$ cat src/rtl/serial_subtractor.sv
// rtl/serial_subtractor.sv - bit-serial unsigned subtractor, LSB-first, start/done handshake
// Optional overflow output v is compiled in with SERIAL_SUB_OVF_EN.
module serial_subtractor #(
    parameter int W = 8
) (
    input  logic         clk,
    input  logic         rst_n,
    input  logic         start,
    input  logic [W-1:0] x,
    input  logic [W-1:0] y,
    output logic         busy,
    output logic         done,
    output logic [W-1:0] d,
    output logic         b
`ifdef SERIAL_SUB_OVF_EN
    ,
    output logic         v
`endif
);
    localparam int CW = $clog2(W + 1);

    typedef enum logic [1:0] {
        S_IDLE,
        S_SHIFT,
        S_DONE
    } state_t;

    state_t        state;
    logic [W-1:0]  xs;
    logic [W-1:0]  ys;
    logic          br;
    logic [CW-1:0] cnt;
    logic          sum_bit;
    logic          br_next;

`ifdef SERIAL_SUB_OVF_EN
    logic          x_msb;
    logic          y_msb;
`endif

    // Full-subtractor cell, reused once per bit position.
    assign sum_bit = xs[0] ^ ys[0] ^ br;
    assign br_next = (~xs[0] & ys[0]) | (~(xs[0] ^ ys[0]) & br);

    // The minuend register doubles as the difference shift register: difference
    // bits enter at the MSB while unused minuend bits leave at the LSB.
    always_ff @(posedge clk or negedge rst_n) begin
        if (!rst_n) begin
            state <= S_IDLE;
            xs    <= '0;
            ys    <= '0;
            br    <= 1'b0;
            cnt   <= '0;
            busy  <= 1'b0;
            done  <= 1'b0;
            d     <= '0;
            b     <= 1'b0;
`ifdef SERIAL_SUB_OVF_EN
            x_msb <= 1'b0;
            y_msb <= 1'b0;
            v     <= 1'b0;
`endif
        end else begin
            case (state)
                S_IDLE: begin
                    if (start) begin
                        xs    <= x;
                        ys    <= y;
                        br    <= 1'b0;
                        cnt   <= '0;
                        busy  <= 1'b1;
                        state <= S_SHIFT;
`ifdef SERIAL_SUB_OVF_EN
                        x_msb <= x[W-1];
                        y_msb <= y[W-1];
`endif
                    end
                end
                S_SHIFT: begin
                    xs  <= {sum_bit, xs[W-1:1]};
                    ys  <= ys >> 1;
                    br  <= br_next;
                    cnt <= cnt + CW'(1);
                    if (cnt == CW'(W - 1)) begin
                        state <= S_DONE;
                        busy  <= 1'b0;
                        done  <= 1'b1;
                        d     <= {sum_bit, xs[W-1:1]};
                        b     <= br_next;
`ifdef SERIAL_SUB_OVF_EN
                        v     <= (x_msb ^ y_msb) & (sum_bit ^ x_msb);
`endif
                    end
                end
                S_DONE: begin
                    done  <= 1'b0;
                    state <= S_IDLE;
                end
                default: begin
                    state <= S_IDLE;
                end
            endcase
        end
    end
endmodule

$ cat config.mk
export PLATFORM = sky130hd
export DESIGN_NAME = serial_subtractor
export DESIGN_NICKNAME = d
export VERILOG_FILES = /design/src/rtl/serial_subtractor.sv
export SDC_FILE = /design/constraint.sdc
export NUM_CORES = 1
export LEC_CHECK = 0
export CORE_MARGIN = 2
export CORE_UTILIZATION = 30
export DETAILED_ROUTE_END_ITERATION = 8
export GPL_TIMING_DRIVEN = 0
export SYNTH_ARGS = -nofsm -noshare
export SYNTH_HDL_FRONTEND = slang
export SYNTH_SLANG_ARGS = --single-unit
$ cat constraint.sdc
create_clock -name clk -period 3.51 [get_ports clk]
set_input_delay 1.053 -clock clk [delete_from_list [all_inputs] [get_ports clk]]
set_output_delay 1.053 -clock clk [all_outputs]
set_load 0.02 [all_outputs]
* Word level (Yosys, flattened, before mapping)
Index checks and enable logic that the tools add are counted.
Storage, ports and cells: register bits after elaboration 34, input port bits 19
Cells by class: add/sub/neg operators 1, equality and inequality tests 5, mux-type cells 16, bitwise logic cells 7, reduce and logical (&&, ||, !) cells 8
Operators by type and width (count):
- case mux 8 bit (2 select lines) | 2
- two-way mux 8 bit | 2
- case mux 4 bit (2 select lines) | 1
- AND reduction 2 bit | 4
- case mux 1 bit (2 select lines) | 3
- adder 4 x 1 -> 4 bit, second input constant | 1
- == test 4 x 3 -> 1 bit, second input constant | 1
- two-way mux 1 bit | 4
- two-way mux 2 bit | 2
- two-way mux 4 bit | 1
- inequality test 2 bit, second input constant | 2
- case mux 2 bit (2 select lines) | 1
- nonzero test 2 bit | 2
- AND reduction 3 bit | 1
- bitwise AND 1 bit | 2
- == test 2 x 1 -> 1 bit, second input constant | 1
- == test 2 bit, second input constant | 1
- zero test 2 bit | 1
- inverter 1 bit | 2
- XOR 1 bit | 2
- OR 1 bit | 1

* Logic depth before layout (Yosys ltp)
Gate-level depths: netlist of the first run.
depth in word-level cells 5, mapped depth 5, mapped depth without buffers 4

* Worst setup path before layout of the first run
Ideal clock, no wire load.
path type in2reg, start in start, end reg cnt[3], library setup time 116 ps, arrival time 1636 ps, required time 3394 ps, setup slack 1759 ps, stages on the path 4, path buffers 1, path through buf_2 o21bai_2 nand2_1 o311ai_0
On the way: longest elaborated chain between the ends 2
RTL lines:
- from (decl) | RTL line 8 | input logic start,
- inequality test 2 bit (no source line)
- AND reduction 2 bit (no source line)
- to (signal assigned) | RTL line 83 | cnt <= cnt + CW'(1);
- to (decl) | RTL line 32 | logic [CW-1:0] cnt;
No other way between the ends. A chain may end at the register's enable or synchronous reset.

* Final worst setup path of the first run
start reg b, end out b
RTL lines:
- from (decl) | RTL line 14 | output logic b
- from (signal assigned) | RTL line 89 | b <= br_next;
No word-level cell between the ends.

==> reports/summary.txt, run 1 <==
Outcome: finished, final reports clean
Tot GR Track Use: 0.1309
Instance count on the critical path: 1
Switching part of the total: 0.3639
DRT antenna net count: 0
Count of endpoints failing setup in the final report: 0
Share of the yosys chip area belonging to registers: 0.5493
Die Area: 5754 sq um
CP Buf/Inv Count: 1
Static power due to leakage: 0.8494 nW
Pwr per Cell Area: 872.6 nW/um^2
Final min period: 2.296 ns
Net total in the final layout: 198
Worst R2R Path Depth: 4
Average routed wire per standard cell: 13.37 microns
Number of hold violations in the final report: 0
Number of top-level pins: 30
Post-DP HPWL: 2.275 mm
Number of buffers between clock root and the deepest sink: 2
Clock transition at the register clock pins on the worst setup and hold paths after CTS: 0.07 ns
Post-CTS Setup Inserts: 0
Worst R2R Start: state[1]$_DFFE_PN0P_
Crit path required time: 2.46 ns
PnR worst setup slack: 1.214 ns
Synthesis-stage register bit count: 34
Number of synthesized flops with an enable pin: 0
Count of input and output buffers: 29
Slowest stage delay, CP: 0.61 ns
Timing endpoint of the critical path: b
CTS Sinks: 34
Die W: 75.86 microns
Initial Utilization: 0.3072
Gp weighted congestion: 0.7240
Clk Tree Root Cell: sky130_fd_sc_hd__clkbuf_8
Worst clock skew: 0.01172 ns
Launch point of the worst path: b$_DFFE_PN0P_
Transition time of the tightest slew-check pin: 0.7575 ns
Critical-path maximum fanout: 2
Pins Over Slew Limit: 0
Setup repair after global routing missed its margin: false
Number of diodes added for antenna fixing: 0
Proportion of power drawn by combinational gates: 0.407
Share of layout cells above drive strength 1: 0.1124
DR iter-0 viols: 93
Minimum setup slack among reg-to-reg paths: 1.99 ns
CTS tree: built
Critical-path top delay cell: sky130_fd_sc_hd__clkdlybuf4s50_1
Fraction of registers with async set or reset after synthesis: 1.000
Congestion Overflow GR: 0
Worst-case headroom to the max-slew limit: 0.4950
Data arrival, critical path: 1.24 ns
Pint: 1.127 mW
MaxCap Viol Count: 0
Reg2reg end: d[6]$_DFFE_PN0P_
Cell-by-cell trace of the critical path: clkdlybuf4s50_1
First-pass DRT Iterations: 4
Worst supply voltage drop on vdd: 0.0002265 V
Most frequently used flop master after synthesis: sky130_fd_sc_hd__dfrtp_1
Y dimension of the die: 75.86 microns
Synth Warn #: 0
Detailed-route via count: 1158
Critical Path Source Type: flip-flop
Final Routed Wirelength: 3.315 mm
Number of antenna violations at the first check in global routing: 0
Global-route wire length before repair: 5.464 mm
Cell depth of the worst min-delay path: 1
Start-to-end type of the worst setup path: reg2out
Number of CTS-inserted buffers: 5
Dominant delay contributor by cell family on the critical path: buffers and inverters
Proportion of power drawn by the clock network: 0.198
Placement Setup Slack: 0.8905 ns
Setup crit end kind: output port
Period Utilization, post-route: 0.6541
Distinct cells, synth: 26
Htree depth: 2
Sequential cell fraction of total power: 0.395
Net count of the mapped netlist: 162
Vias/cell: 4.669
Highest Clock Rate: 0.4355 GHz
Post-route setup TNS: 0 ns
Maximum number of pins on one net before global-route repair: 35
Combined area of all synthesized cells: 1549 sq um
Layout overhead on the synthesized area: 31.10%
Hold bufs inserted after CTS: 0
Number of placement rows: 26
Gate count after technology mapping: 141
Worst min path class: reg2reg
Vias in the first global route: 1099
DRC: 0
Clock latency at the later pin of the worst-skew pair: 0.29 ns
Mean cell area of the mapped netlist: 10.99 sq um
Core Box Area: 5042 sq um
Resized Gates After CTS: 0
Net load switching power: 0.6448 mW
stage by stage:
step	hold WS, ns	std cells	utilization	power [mW]	cell area, sq um
3_5_place_dp	0.4740	240	0.3811	1.433	1922
6_report	0.4820	248	0.4027	1.772	2031
3_3_place_gp	0.4602	240	0.3821	1.419	1927
2_1_floorplan	0.4498	141	-	1.158	1549
4_1_cts	0.4897	248	0.4027	1.794	2031
5_1_grt	0.5045	248	0.4027	1.921	2031
cell type report:
type	instances	area (sq um)
fill	484	3012
sequential	34	850.8
multi-input combinational	94	636.9
timing repair buffer	29	285.3
tap	70	87.58
clock buffer	5	68.82
buffer	8	42.54
clock inverter	3	40.04
inverter	5	18.77
power groups by stage:
| stage | registers, mW | logic, mW | clock network, mW |
|---|---|---|---|
| finish | 0.699 | 0.721 | 0.351 |
| floorplan | 0.747 | 0.411 | 0 |
| global route | 0.725 | 0.815 | 0.381 |
| detailed placement | 0.704 | 0.728 | 0 |
| global placement | 0.699 | 0.719 | 0 |
| CTS | 0.700 | 0.732 | 0.363 |
per-layer routing:
layer,up-vias,GRT usage,part of all wire
li1,574,-,-
met4,0,0.05263,0.0087
met1,559,0.1748,0.47
met3,2,0.05423,0.050
met2,23,0.1877,0.47
met5,-,0,0
flip-flops by register name, indices dropped and copies added (netlist names), 2 cells and up:
| signal | flops |
|---|---|
| cnt | 4 |
| d | 8 |
| state | 2 |
| xs | 8 |
| ys | 8 |
synth_stat cells (all sizes together), types with 2 or more instances:
| library cell | number | area share |
|---|---|---|
| nand2 | 9 | 0.022 |
| nand3 | 2 | 0.0065 |
| a21oi | 12 | 0.039 |
| o21ai | 18 | 0.058 |
| nand2b | 2 | 0.0097 |
| mux2 | 9 | 0.065 |
| a22oi | 15 | 0.073 |
| inv | 5 | 0.012 |
| nor2 | 2 | 0.0048 |
| a22o | 2 | 0.011 |
| buf | 5 | 0.020 |
| dfrtp | 34 | 0.55 |
| clkbuf | 3 | 0.0073 |
| nor2b | 14 | 0.057 |
cell families after synthesis:
group,count (synthesis),synth area share
DFF,34,0.5493
and+or+nand+nor,30,0.1099
AOI/OAI and AO/OA,52,0.2084
buffers and inverters,13,0.03958
adders and majority gates,2,0.02100
muxes,10,0.07189
worst min path at each step:
stage | endpoint | startpoint
CTS | d[2]$_DFFE_PN0P_ | d[2]$_DFFE_PN0P_
finish | d[1]$_DFFE_PN0P_ | d[1]$_DFFE_PN0P_
detailed placement | d[2]$_DFFE_PN0P_ | d[2]$_DFFE_PN0P_
global route | d[2]$_DFFE_PN0P_ | d[2]$_DFFE_PN0P_
global placement | done$_DFFE_PN0P_ | done$_DFFE_PN0P_
floorplan | br$_DFFE_PN0P_ | br$_DFFE_PN0P_
placed cells by master, fill, tap and decap left out:
cell                              count
sky130_fd_sc_hd__dfrtp_1             34
sky130_fd_sc_hd__clkdlybuf4s50_1     28
sky130_fd_sc_hd__o21ai_0             18
sky130_fd_sc_hd__a22oi_1             15
sky130_fd_sc_hd__nor2b_1             14
sky130_fd_sc_hd__a21oi_1             12
sky130_fd_sc_hd__nand2_1              9
sky130_fd_sc_hd__mux2_1               6
sky130_fd_sc_hd__inv_1                5
sky130_fd_sc_hd__buf_2                5
sky130_fd_sc_hd__clkbuf_8             5
sky130_fd_sc_hd__clkbuf_1             3
sky130_fd_sc_hd__mux2_2               3
sky130_fd_sc_hd__nand3_1              2
sky130_fd_sc_hd__nor2_1               2
sky130_fd_sc_hd__a22o_1               2
sky130_fd_sc_hd__clkinv_2             2
sky130_fd_sc_hd__nand2b_2             1
sky130_fd_sc_hd__nor3_4               1
sky130_fd_sc_hd__buf_6                1
sky130_fd_sc_hd__mux2i_1              1
sky130_fd_sc_hd__o21bai_2             1
sky130_fd_sc_hd__o311ai_0             1
sky130_fd_sc_hd__a2bb2oi_1            1
sky130_fd_sc_hd__o22ai_1              1
sky130_fd_sc_hd__nand2b_1             1
sky130_fd_sc_hd__a21o_1               1
sky130_fd_sc_hd__fa_1                 1
sky130_fd_sc_hd__ha_1                 1
sky130_fd_sc_hd__bufinv_16            1
(Power assumes the default switching activity.)
==> inputs of run 2 (changes only) <==
clock period = 1.9 ns   (was 3.51 ns; I/O delays follow)
==> run 2 against run 1 <==
Combinational power rose by 86%. Power rose by 85%. Clock-buffer cell count did not move. Worst hold slack got worse by 0.13 ns. Highest routed layer unchanged.
==> reports/summary.txt, run 2 (synthesis gave the netlist of run 1 again) <==
Number of buffers between clock root and the deepest sink: 2 (unchanged)
Worst clock skew: 0.01122 ns (-0.0005069 ns)
Highest Clock Rate: 0.5509 GHz
Clock latency at the later pin of the worst-skew pair: 0.29 ns (about the same)
Overall power consumption: 3.282 mW (+85%)
Largest regs: d: 8 flops, xs: 8 flops, ys: 8 flops
Most used cells in the layout excluding fill and tap cells: sky130_fd_sc_hd__dfrtp_1 (34), sky130_fd_sc_hd__clkdlybuf4s50_1 (28), sky130_fd_sc_hd__o21ai_0 (18)
Y dimension of the die: 75.86 microns (unchanged)
Count of endpoints failing setup in the final report: 0 (unchanged)
Gp weighted congestion: 0.7240 (unchanged)
Static power due to leakage: 0.8506 nW (+0.13%)
Launch point of the worst path: b$_DFFE_PN0P_
Net load switching power: 1.199 mW (+86%)
Congestion Overflow GR: 0 (unchanged)
Vias in the first global route: 1099 (unchanged)
Slowest stage delay, CP: 0.61 ns (about the same)
Die Area: 5754 sq um (unchanged)
Start-to-end type of the worst setup path: reg2out
Tot GR Track Use: 0.1309 (unchanged)
Placed cell areas: 1922 sq um (unchanged)
Period Utilization, post-route: 0.9554
Proportion of power drawn by combinational gates: 0.407 (about the same)
Timing endpoint of the critical path: b
Detailed-route via count: 1163 (+0.43%)
Critical-path maximum fanout: 2 (unchanged)
Worst-case headroom to the max-slew limit: 0.4871 (-0.007831)
Count of input and output buffers: 29 (unchanged)
Dominant delay contributor by cell family on the critical path: buffers and inverters
Post-CTS Setup Inserts: 0 (unchanged)
MaxCap Viol Count: 0 (unchanged)
Die W: 75.86 microns (unchanged)
Post-route setup TNS: 0 ns (unchanged)
Number of diodes added for antenna fixing: 0 (unchanged)
DR iter-0 viols: 100 (+7.5%)
CTS Sinks: 34 (unchanged)
Pins Over Slew Limit: 0 (unchanged)
Worst min path class: in2async
Clock transition at the register clock pins on the worst setup and hold paths after CTS: 0.08 ns (about the same)
Number of antenna violations at the first check in global routing: 0 (unchanged)
Critical-path top delay cell: sky130_fd_sc_hd__clkdlybuf4s50_1
CP Buf/Inv Count: 1 (unchanged)
Data arrival, critical path: 1.25 ns (about the same)
Fin area: 2033 sq um (+0.12%)
Outcome: finished, final reports clean
Final Routed Wirelength: 3.375 mm (+1.8%)
Switching part of the total: 0.3654 (+0.001515)
Pwr per Cell Area: 1614 nW/um^2 (+85%)
First-pass DRT Iterations: 4 (unchanged)
Average routed wire per standard cell: 13.61 microns (+1.8%)
Number of CTS-inserted buffers: 5 (unchanged)
Number of top-level pins: 30 (unchanged)
Proportion of power drawn by the clock network: 0.198 (about the same)
Layout overhead on the synthesized area: 31.26%
Net total in the final layout: 198 (unchanged)
Reg2reg end: d[6]$_DFFE_PN0P_
Core Box Area: 5042 sq um (unchanged)
Pint: 2.083 mW (+85%)
Critical Path Source Type: flip-flop
Minimum setup slack among reg-to-reg paths: 0.37 ns (-1.62 ns)
Initial Utilization: 0.3072 (unchanged)
Setup repair after global routing missed its margin: false
Clk Tree Root Cell: sky130_fd_sc_hd__clkbuf_8
Crit path required time: 1.33 ns (-1.13 ns)
Worst R2R Start: state[1]$_DFFE_PN0P_
Most common cell after layout, fill and taps aside: sky130_fd_sc_hd__dfrtp_1
Vias/cell: 4.690 (+0.43%)
Setup crit end kind: output port
Instance count on the critical path: 1 (unchanged)
Sequential cell fraction of total power: 0.394 (about the same)
Global-route wire length before repair: 5.464 mm (unchanged)
CTS tree: built
Worst R2R Path Depth: 4 (unchanged)
Final min period: 1.815 ns
Number of hold violations in the final report: 0 (unchanged)
Post-DP HPWL: 2.275 mm (unchanged)
Number of placement rows: 26 (unchanged)
Htree depth: 2 (unchanged)
Maximum number of pins on one net before global-route repair: 35 (unchanged)
DRC: 0 (unchanged)
Share of layout cells above drive strength 1: 0.1180 (+0.005618)
Transition time of the tightest slew-check pin: 0.7693 ns (+0.01175 ns)
Worst supply voltage drop on vdd: 0.0004195 V (+85%)
DRT antenna net count: 0 (unchanged)
Cell-by-cell trace of the critical path: clkdlybuf4s50_1
run 2: changes by cell type in the layout (fill, tap and decap cells not counted):
cell,delta
sky130_fd_sc_hd__nor2b_1,-1
sky130_fd_sc_hd__nor2b_2,+1
run 2: cell type report:
cell class | instances | area (sq um)
Sequential cell | 34 | 850.8
Clock buffer | 5 | 68.82
Timing Repair Buffer | 29 | 285.3
Fill cell | 487 | 3009
Clock inverter | 3 | 40.04
Buffer | 8 | 42.54
Multi-Input combinational cell | 94 | 639.4
Inverter | 5 | 18.77
Tap cell | 70 | 87.58
run 2: worst min path at each step:
stage	to	slack, ns
floorplan	b$_DFFE_PN0P_	0.27
global placement	done$_DFFE_PN0P_	0.46
detailed placement	d[2]$_DFFE_PN0P_	0.47
CTS	xs[1]$_DFFE_PN0P_	0.37
global route	xs[1]$_DFFE_PN0P_	0.40
finish	ys[5]$_DFFE_PN0P_	0.35
run 2: metrics by stage:
step / hold WS, ns / util / cells / worst slack [ns]
after floorplan: 0.2744 / - / 141 / 0.5105
after global placement: 0.4602 / 0.3821 / 240 / -0.5038
after detailed placement: 0.4740 / 0.3811 / 240 / -0.2365
after CTS: 0.3674 / 0.4027 / 248 / 0.05844
after global routing: 0.4024 / 0.4032 / 248 / 0.02091
final: 0.3549 / 0.4032 / 248 / 0.08466
run 2: power groups by stage:
stage / clock network (mW) / logic (mW) / registers (mW)
global route: 0.704 / 1.51 / 1.34
floorplan: 0 / 0.759 / 1.38
detailed placement: 0 / 1.35 / 1.30
CTS: 0.670 / 1.35 / 1.29
finish: 0.651 / 1.34 / 1.29
global placement: 0 / 1.33 / 1.29
run 2: per-layer routing:
layer	track usage	vias to the layer above	wire length (microns)
li1	-	572	-
met1	0.1748	558	1614
met2	0.1877	29	1524
met3	0.05423	4	192
met4	0.05263	0	44
met5	0	-	0
run 2: timing repair:
| action | 4_1_cts | 5_1_grt |
|---|---|---|
| resized for setup | 0 | 1 |
| setup endpoints to repair | 0 | 1 |
| hold buffers | 0 | 0 |
==> inputs of run 3 (changes only) <==
ABC_CLOCK_PERIOD_IN_PS = 1900   (was unset)
GPL_TIMING_DRIVEN = unset   (was 0)
==> run 3 against run 2 <==
Routed wire length is 3.1% higher. First-iteration DRC count decreased by 11%. Clock skew shrank 0.0062 ns. Die area stayed put. Power is 4.0% lower. Critical endpoint unchanged.
==> reports/summary.txt, run 3 (synthesis gave the netlist of run 1 again) <==
Worst R2R Path Depth: 4 (unchanged)
Vias in the first global route: 1123 (+2.2%)
Pins Over Slew Limit: 0 (unchanged)
Worst supply voltage drop on vdd: 0.0004842 V (+15%)
Outcome: finished, final reports clean
Critical-path maximum fanout: 2 (unchanged)
CTS Sinks: 34 (unchanged)
Final Routed Wirelength: 3.481 mm (+3.1%)
Tot GR Track Use: 0.1304 (-0.0004794)
Number of top-level pins: 30 (unchanged)
Number of hold violations in the final report: 0 (unchanged)
Post-route setup TNS: 0 ns (unchanged)
Minimum setup slack among reg-to-reg paths: 0.20 ns (-0.17 ns)
Critical-path top delay cell: sky130_fd_sc_hd__clkdlybuf4s50_1
Number of placement rows: 26 (unchanged)
DR iter-0 viols: 89 (-11%)
Share of layout cells above drive strength 1: 0.1073 (-0.01063)
Post-CTS Setup Inserts: 0 (unchanged)
Transition time of the tightest slew-check pin: 0.9361 ns (+0.1668 ns)
Static power due to leakage: 0.8432 nW (-0.87%)
Global-route layer with the greatest usage: met2
Detailed-route via count: 1185 (+1.9%)
Instance count on the critical path: 1 (unchanged)
Number of diodes added for antenna fixing: 0 (unchanged)
Gp weighted congestion: 0.7527 (+4.0%)
Clk Tree Root Cell: sky130_fd_sc_hd__clkbuf_8
Congestion Overflow GR: 0 (unchanged)
Cell depth of the worst min-delay path: 1
Clock transition at the register clock pins on the worst setup and hold paths after CTS: 0.06 ns (-0.02 ns)
Core Box Area: 5042 sq um (unchanged)
Worst clock skew: 0.005060 ns (-0.006156 ns)
Met3 Usage GRT: 0.05159 (-0.002646)
DRT antenna net count: 0 (unchanged)
Die Area: 5754 sq um (unchanged)
Layout overhead on the synthesized area: 30.45%
Htree depth: 2 (unchanged)
Vias/cell: 4.798 (+2.3%)
Count of input and output buffers: 29 (unchanged)
Fraction of met2 tracks used by global routing: 0.2050 (+0.01724)
Post-Route Utilization: 0.4007 (-0.002482)
Crit path required time: 1.33 ns (about the same)
First-pass DRT Iterations: 4 (unchanged)
Final min period: 1.821 ns (+0.006020 ns)
Hold bufs inserted after CTS: 0 (unchanged)
Pwr per Cell Area: 1559 nW/um^2 (-3.4%)
Slowest stage delay, CP: 0.61 ns (about the same)
Critical Path Source Type: flip-flop
Cell-by-cell trace of the critical path: clkdlybuf4s50_1
Die W: 75.86 microns (unchanged)
Number of antenna violations at the first check in global routing: 0 (unchanged)
Met1 layer usage reported by global route: 0.1701 (-0.004689)
Hold path startpoint: done$_DFFE_PN0P_
DRC: 0 (unchanged)
Period Utilization, post-route: 0.9586 (+0.003169)
Count of endpoints failing setup in the final report: 0 (unchanged)
Setup crit end kind: output port
Dominant delay contributor by cell family on the critical path: buffers and inverters
Highest Clock Rate: 0.5490 GHz (-0.33%)
MaxCap Viol Count: 0 (unchanged)
Maximum number of pins on one net before global-route repair: 35 (unchanged)
Y dimension of the die: 75.86 microns (unchanged)
CP Buf/Inv Count: 1 (unchanged)
Largest regs: d: 8 flops, xs: 8 flops, ys: 8 flops
Most common cell after layout, fill and taps aside: sky130_fd_sc_hd__dfrtp_1
Clock latency at the later pin of the worst-skew pair: 0.28 ns (about the same)
Data arrival, critical path: 1.25 ns (about the same)
CTS tree: built
Resized Gates After CTS: 0 (unchanged)
Most used cells in the layout excluding fill and tap cells: sky130_fd_sc_hd__dfrtp_1 (34), sky130_fd_sc_hd__clkdlybuf4s50_1 (29), sky130_fd_sc_hd__o21ai_0 (18)
Setup repair after global routing missed its margin: false
Global-route wire length before repair: 5.554 mm (+1.6%)
Start-to-end type of the worst setup path: reg2out
Number of buffers between clock root and the deepest sink: 2 (unchanged)
Net total in the final layout: 198 (unchanged)
Launch point of the worst path: b$_DFFE_PN0P_
Fin area: 2021 sq um (-0.62%)
Worst R2R Start: state[1]$_DFFE_PN0P_
Worst min path class: reg2reg
Initial Utilization: 0.3072 (unchanged)
Average routed wire per standard cell: 14.09 microns (+3.6%)
Post-DP HPWL: 2.439 mm (+7.2%)
Overall power consumption: 3.151 mW (-4.0%)
Placed cell areas: 1944 sq um (+1.2%)
Worst-case headroom to the max-slew limit: 0.3746 (-0.1125)
Number of CTS-inserted buffers: 5 (unchanged)
## run 3: power breakdown
| group | switching [mW] | total (mW) | internal, mW | leakage (nW) |
|---|---|---|---|---|
| registers | 0.238 | 1.29 | 1.05 | 0.426 |
| logic | 0.705 | 1.37 | 0.668 | 0.379 |
| clock network | 0.237 | 0.489 | 0.252 | 0.0383 |
| total | 1.18 | 3.15 | 1.97 | 0.843 |
## run 3: routing by layer
layer | vias to the layer above | share of wire
met5 | - | 0
met4 | 0 | 0.0072
met2 | 34 | 0.49
met3 | 4 | 0.060
li1 | 572 | -
met1 | 575 | 0.44
## run 3: metrics by stage
stage                     hold slack, ns  setup slack (ns)  instances
after floorplan                   0.2744            0.5105        141
after global placement            0.4607            0.1456        240
after detailed placement          0.4732           0.06639        240
after CTS                         0.4871           0.06978        247
after global routing              0.4957           0.01976        247
final                             0.4805           0.07864        247
## run 3: cell type report
| type | count | area, sq um |
|---|---|---|
| flip-flops and latches | 34 | 850.8 |
| multi-input cells | 94 | 636.9 |
| clock buffers | 7 | 76.32 |
| well taps | 70 | 87.58 |
| repair buffers | 37 | 350.3 |
| inverters | 5 | 18.77 |
| fillers | 487 | 3022 |
## run 3: worst reg2reg max path: cells and delay by family (launching register included)
kind | cells | cell delay [ns]
flops | 1 | 0.40
simple gates | 1 | 0.74
compound gates | 2 | 0.28
buf+inv | 1 | 0.20
## run 3: path summary, 6_finish.rpt
path,endpoint
setup / recovery,b
min in group asynchronous,busy$_DFFE_PN0P_
setup reg to reg,xs[5]$_DFFE_PN0P_
max in group asynchronous,xs[5]$_DFFE_PN0P_
hold / removal,done$_DFFE_PN0P_
hold reg to reg,done$_DFFE_PN0P_
==> edit 1: new RTL, config.mk and constraints of run 2 <==
Register the input `start` before use, with the module's reset. The logic sees it one clock later. The other inputs are not delayed to match.
--- a/src/rtl/serial_subtractor.sv
+++ b/src/rtl/serial_subtractor.sv
@@ -24,6 +24,16 @@
         S_SHIFT,
         S_DONE
     } state_t;
+
+    logic start_q;
+
+    always_ff @(posedge clk or negedge rst_n) begin
+        if (!rst_n) begin
+            start_q <= '0;
+        end else begin
+            start_q <= start;
+        end
+    end
 
     state_t        state;
     logic [W-1:0]  xs;
@@ -63,7 +73,7 @@
         end else begin
             case (state)
                 S_IDLE: begin
-                    if (start) begin
+                    if (start_q) begin
                         xs    <= x;
                         ys    <= y;
                         br    <= 1'b0;
Function: changed (Yosys sat finds a counterexample within 4 cycles, from zero or initial values and one cycle with rst_n low).
==> edit 1 against run 2 <==
Global-route usage shrank 0.76 points. Worst setup slack gained 0.0019 ns. Area after synthesis grew 1.6%. Cell count shrank 0.40%. First-iteration DRC count shrank 6.0%. Sequential share of layout area grew 1.5 points. Power shrank 4.9%. Routed wire length shrank 0.98%. Design area shrank 0.68%. Die area grew 1.5%. Count of clock-buffer cells in the layout grew 1. Via count shrank 0.69%. Sequential cell count grew 1. Critical path type unchanged.
==> edit 1: results (changes against run 2) <==
* Status: finished, final reports clean (unchanged)
* Yosys cell types at 26 (unchanged)
* Worst r2r dst: d[4]$_DFFE_PN0P_ (was d[6]$_DFFE_PN0P_)
* Clock buffer cells at 6 (was 5)
* Detailed Route Iter0 Violations at 94 (was 100)
* Commonest cells in the netlist: dfrtp_1, o21ai_0, a22oi_1, nor2b_1, a21oi_1 (unchanged)
* Fraction of area in multi-input gates at 31.54% (was 31.45%)
* First-pass GRT wire length at 5.623 mm (was 5.464 mm)
* Class of the worst hold path: in -> async (unchanged)
* DRT Wirelength at 3.342 mm (was 3.375 mm)
* Clock-cell share of area at 3.594% (was 5.354%)
* Headroom to the max-slew limit at 47.10% (was 48.71%)
* Max FO, Critical Path at 2 (unchanged)
* Fin nets at 199 (was 198)
* Sequential portion of the cell area at 43.37% (was 41.85%)
* Number of global-route vias before repair at 1132 (was 1099)
* IO buf count at 29 (unchanged)
* Synth async-reset ratio at 100.0% (unchanged)
* Final GP Congestion at 0.7205 (was 0.7240)
* Num CTS Buffers at 5 (unchanged)
* Root buffer cell: clkbuf_8 (unchanged)
* Synth Warn # at 0 (unchanged)
* Max clock buf depth at 2 (unchanged)
* CP arrival at 1.24 ns
* Worst path max stage delay at 0.61 ns (about the same)
* Worst-path clk slew at 0.06 ns (was 0.08 ns)
* Syn Nets at 163 (was 162)
* ANT cells at 0 (unchanged)
* Leakage at 0.8404 nW (was 0.8506 nW)
* DP HPWL at 2.288 mm (was 2.275 mm)
* Setup slack, reg-to-reg at 0.39 ns (was 0.37 ns)
* CP max-delay cell: clkdlybuf4s50_1 (unchanged)
* Worst clock skew at 0.005374 ns (was 0.01122 ns)
* Post-CTS sizing at 0 (unchanged)
* Initial antenna violation count at 0 (unchanged)
* NonClk Buf Share at 16.23% (was 16.12%)
* Largest net degree at the start of global routing at 36 (was 35)
* Seq/Total Area, Yosys at 55.64% (was 54.93%)
* Invs w/o clock at 5 (unchanged)
* Fraction of layout cells with a size suffix above 1 at 9.605% (was 11.80%)
* Sequential cell count at 35 (was 34)
* Avg WL per Cell at 13.53 µm (was 13.61 µm)
* FF-to-FF Start: cnt[0]$_DFFE_PN0P_ (was state[1]$_DFFE_PN0P_)
* Routed vias/inst at 4.676 (was 4.690)
* Multi-input gates at 94 (unchanged)
* Syn Area/Cell at 11.08 µm² (was 10.99 µm²)
* R2R cell count at 5 (was 4)
* Clock latency on the worst-skew pair at 0.28 ns
* Post-CTS setup buffers at 0 (unchanged)
* Dpl cells at 241 (was 240)
* H-tree depth at 2 (unchanged)
* Peak supply drop at 399.2 µV (was 419.5 µV)
* Largest registers: d x8, xs x8, ys x8 (unchanged)
* Buffers, non-clock at 37 (unchanged)
* GRT Overall Usage at 12.33% (was 13.09%)
* Crit path max-delay family: buffers and inverters (unchanged)
* Top area cells in the synthesized netlist: dfrtp_1, a22oi_1, o21ai_0 (unchanged)
* Fillers at 524 (was 487)
* Initial DRT Pass Iterations at 4 (unchanged)
[edit 1: worst max path at each step]
stage | start | endpoint | slack, ns | cells past startpoint
detailed placement | d[7]$_DFFE_PN0P_ | d[7] | 0.39 | 1
finish | b$_DFFE_PN0P_ | b | 0.09 | 1
global placement | rst_n | start_q$_DFF_PN0_ | -0.53 | 1
floorplan | state[1]$_DFFE_PN0P_ | d[0]$_DFFE_PN0P_ | 0.51 | 4
CTS | d[7]$_DFFE_PN0P_ | d[7] | 0.07 | 1
global route | d[7]$_DFFE_PN0P_ | d[7] | 0.04 | 1
[edit 1: per-stage QoR]
step           power, mW  setup WS (ns)  instance area (µm²)  hold slack, ns
3_3_place_gp       2.639        -0.5289                 1952          0.4595
6_report           3.120        0.08658                 2019          0.3606
2_1_floorplan      2.162         0.5105                 1574          0.2744
4_1_cts            3.153        0.07163                 2019          0.3948
5_1_grt            3.379        0.03900                 2019          0.4270
3_5_place_dp       2.659         0.3907                 1947          0.4686
[edit 1: where the power goes]
| part | total (mW) | switching [mW] | internal [mW] |
|---|---|---|---|
| logic | 1.33 | 0.678 | 0.648 |
| registers | 1.32 | 0.242 | 1.07 |
| clock network | 0.478 | 0.234 | 0.244 |
| total | 3.12 | 1.15 | 1.97 |
[edit 1: cell families (layout without fill, tap and decap cells)]
kind of cell / Yosys count / in the layout / synth area share, %
AO/OA/AOI/OAI: 52 / 52 / 20.51
adder cells (fa/ha/maj): 2 / 2 / 2.067
buffers and inverters: 13 / 48 / 3.895
flip-flops: 35 / 35 / 55.64
multiplexers: 10 / 10 / 7.074
AND/OR/NAND/NOR: 30 / 30 / 10.81
[edit 1: metal layers]
layer  wire (µm)  track usage (%)  part of all wire (%)
met2        1472            17.52                    44
met1        1689            17.37                    51
met3         113            3.199                   3.4
met4          67            6.000                   2.0
met5           0                0                     0
==> edit 2: new RTL, config.mk and constraints of run 2 <==
Without the edit above. `W`: 8 -> 16.
--- a/src/rtl/serial_subtractor.sv
+++ b/src/rtl/serial_subtractor.sv
@@ -1,7 +1,7 @@
 // rtl/serial_subtractor.sv - bit-serial unsigned subtractor, LSB-first, start/done handshake
 // Optional overflow output v is compiled in with SERIAL_SUB_OVF_EN.
 module serial_subtractor #(
-    parameter int W = 8
+    parameter int W = 16
 ) (
     input  logic         clk,
     input  logic         rst_n,
Interface: changed (resized d, x and y); port bits go from 30 to 54. The function was not compared with the original's and may differ.
==> edit 2 against run 2 <==
Routed wire length grew 86%. Via count grew 77%. Power grew 59%. Clock power grew 80%. Worst setup slack lost 0.043 ns. Area after synthesis grew 68%. Sequential power grew 64%. Core utilization grew 2.9 points. Worst hold slack lost 0.11 ns. Design area grew 76%. Fmax shrank 2.3%. Sequential cell count grew 25. Global-route usage grew 0.49 points. Critical endpoint is now d[10]. First-iteration DRC count grew 44%.
==> edit 2: results (changes against run 2) <==
* Seq/Total Area, Yosys at 56.73% (was 54.93%)
* Routed vias/inst at 4.993 (was 4.690)
* Dpl cells at 396 (was 240)
* Final hold slack at 0.2418 ns (was 0.3549 ns)
* DRT Wirelength at 6.280 mm (was 3.375 mm)
* Switching share of power at 34.10% (was 36.54%)
* IO buf count at 53 (was 29)
* Clock latency on the worst-skew pair at 0.34 ns (was 0.29 ns)
* FF-to-FF Start: cnt[0]$_DFFE_PN0P_ (was state[1]$_DFFE_PN0P_)
* Commonest cells in the netlist: dfrtp_1, o21ai_0, a22oi_1, nand2_1, buf_2 (was dfrtp_1, o21ai_0, a22oi_1, nor2b_1, a21oi_1)
* WL met3 at 365 µm (was 192 µm)
* Seq pwr at 2.12 mW (was 1.29 mW)
* Placed inst area at 3279 µm² (was 1922 µm²)
* Wl on met1 at 3.024 mm (was 1.614 mm)
* First-pass GRT wire length at 10.05 mm (was 5.464 mm)
* Detailed Route Iter0 Violations at 144 (was 100)
* P_clk at 1.17 mW (was 651 µW)
* Syn Area/Cell at 10.98 µm² (was 10.99 µm²)
* Peak supply drop at 411.2 µV (was 419.5 µV)
* Grt met1 use at 18.73% (was 17.48%)
* Final GP Congestion at 0.7567 (was 0.7240)
* Top area cells in the synthesized netlist: dfrtp_1, a22oi_1, o21ai_0 (unchanged)
* Switching power of the nets at 1.782 mW (was 1.199 mW)
* Status: finished, final reports clean (unchanged)
* Max Fclk at 0.5382 GHz (was 0.5509 GHz)
* Met3 GRT Util at 5.036% (was 5.423%)
* Largest registers: d x16, xs x16, ys x16 (was d x8, xs x8, ys x8)
* CP arrival at 1.29 ns (was 1.25 ns)
* Worst clock skew at 0.005004 ns (was 0.01122 ns)
* R2R cell count at 7 (was 4)
* Worst r2r dst: d[3]$_DFFE_PN0P_ (was d[6]$_DFFE_PN0P_)
* Syn Nets at 275 (was 162)
* Setup slack, reg-to-reg at 0.06 ns (was 0.37 ns)
* Met2 routed WL at 2.785 mm (was 1.524 mm)
* Headroom to the max-slew limit at 58.69% (was 48.71%)
==> edit 2: changes by cell type after synthesis, sizes merged, moves of 7 or more <==
| cell | before | now |
|---|---|---|
| mux2 | 9 | 16 |
| a22oi | 15 | 31 |
| dfrtp | 34 | 59 |
| nand2 | 9 | 31 |
| buf | 5 | 15 |
| o21ai | 18 | 38 |
==> edit 2: logic make-up after synthesis <==
logic type / count (synthesis) / share of synthesized area (%)
muxes: 16 / 7.933
and+or+nand+nor: 47 / 8.221
buffers and inverters: 27 / 5.192
AOI/OAI and AO/OA: 85 / 20.19
DFF: 59 / 56.73
adders and majority gates: 3 / 1.731
==> edit 2: worst max path at each step <==
| stage | depth (start not counted) | from | end |
|---|---|---|---|
| after global routing | 1 | d[14]$_DFFE_PN0P_ | d[14] |
| after CTS | 1 | busy$_DFFE_PN0P_ | busy |
| after detailed placement | 6 | start | xs[3]$_DFFE_PN0P_ |
| after floorplan | 7 | cnt[0]$_DFFE_PN0P_ | d[10]$_DFFE_PN0P_ |
| final | 1 | d[10]$_DFFE_PN0P_ | d[10] |
| after global placement | 1 | rst_n | ys[6]$_DFFE_PN0P_ |
==> edit 2: timing repair <==
| action | 4_1_cts | 5_1_grt |
|---|---|---|
| gates cloned | 0 | 2 |
| resized for setup | 1 | 14 |
| setup endpoints to repair | 8 | 26 |
| pin swaps | 0 | 1 |
| setup buffers | 0 | 2 |
==> edit 2: area by class of cell <==
| class | count | area [µm²] |
|---|---|---|
| sequential | 59 | 1476 |
| tap | 105 | 131.4 |
| fill | 790 | 4716 |
| multi-input combinational | 151 | 996.0 |
| clock buffer | 12 | 165.2 |
| timing repair buffer | 58 | 646.9 |
| inverter | 8 | 30.03 |
| clock inverter | 2 | 35.03 |
| buffer | 18 | 102.6 |
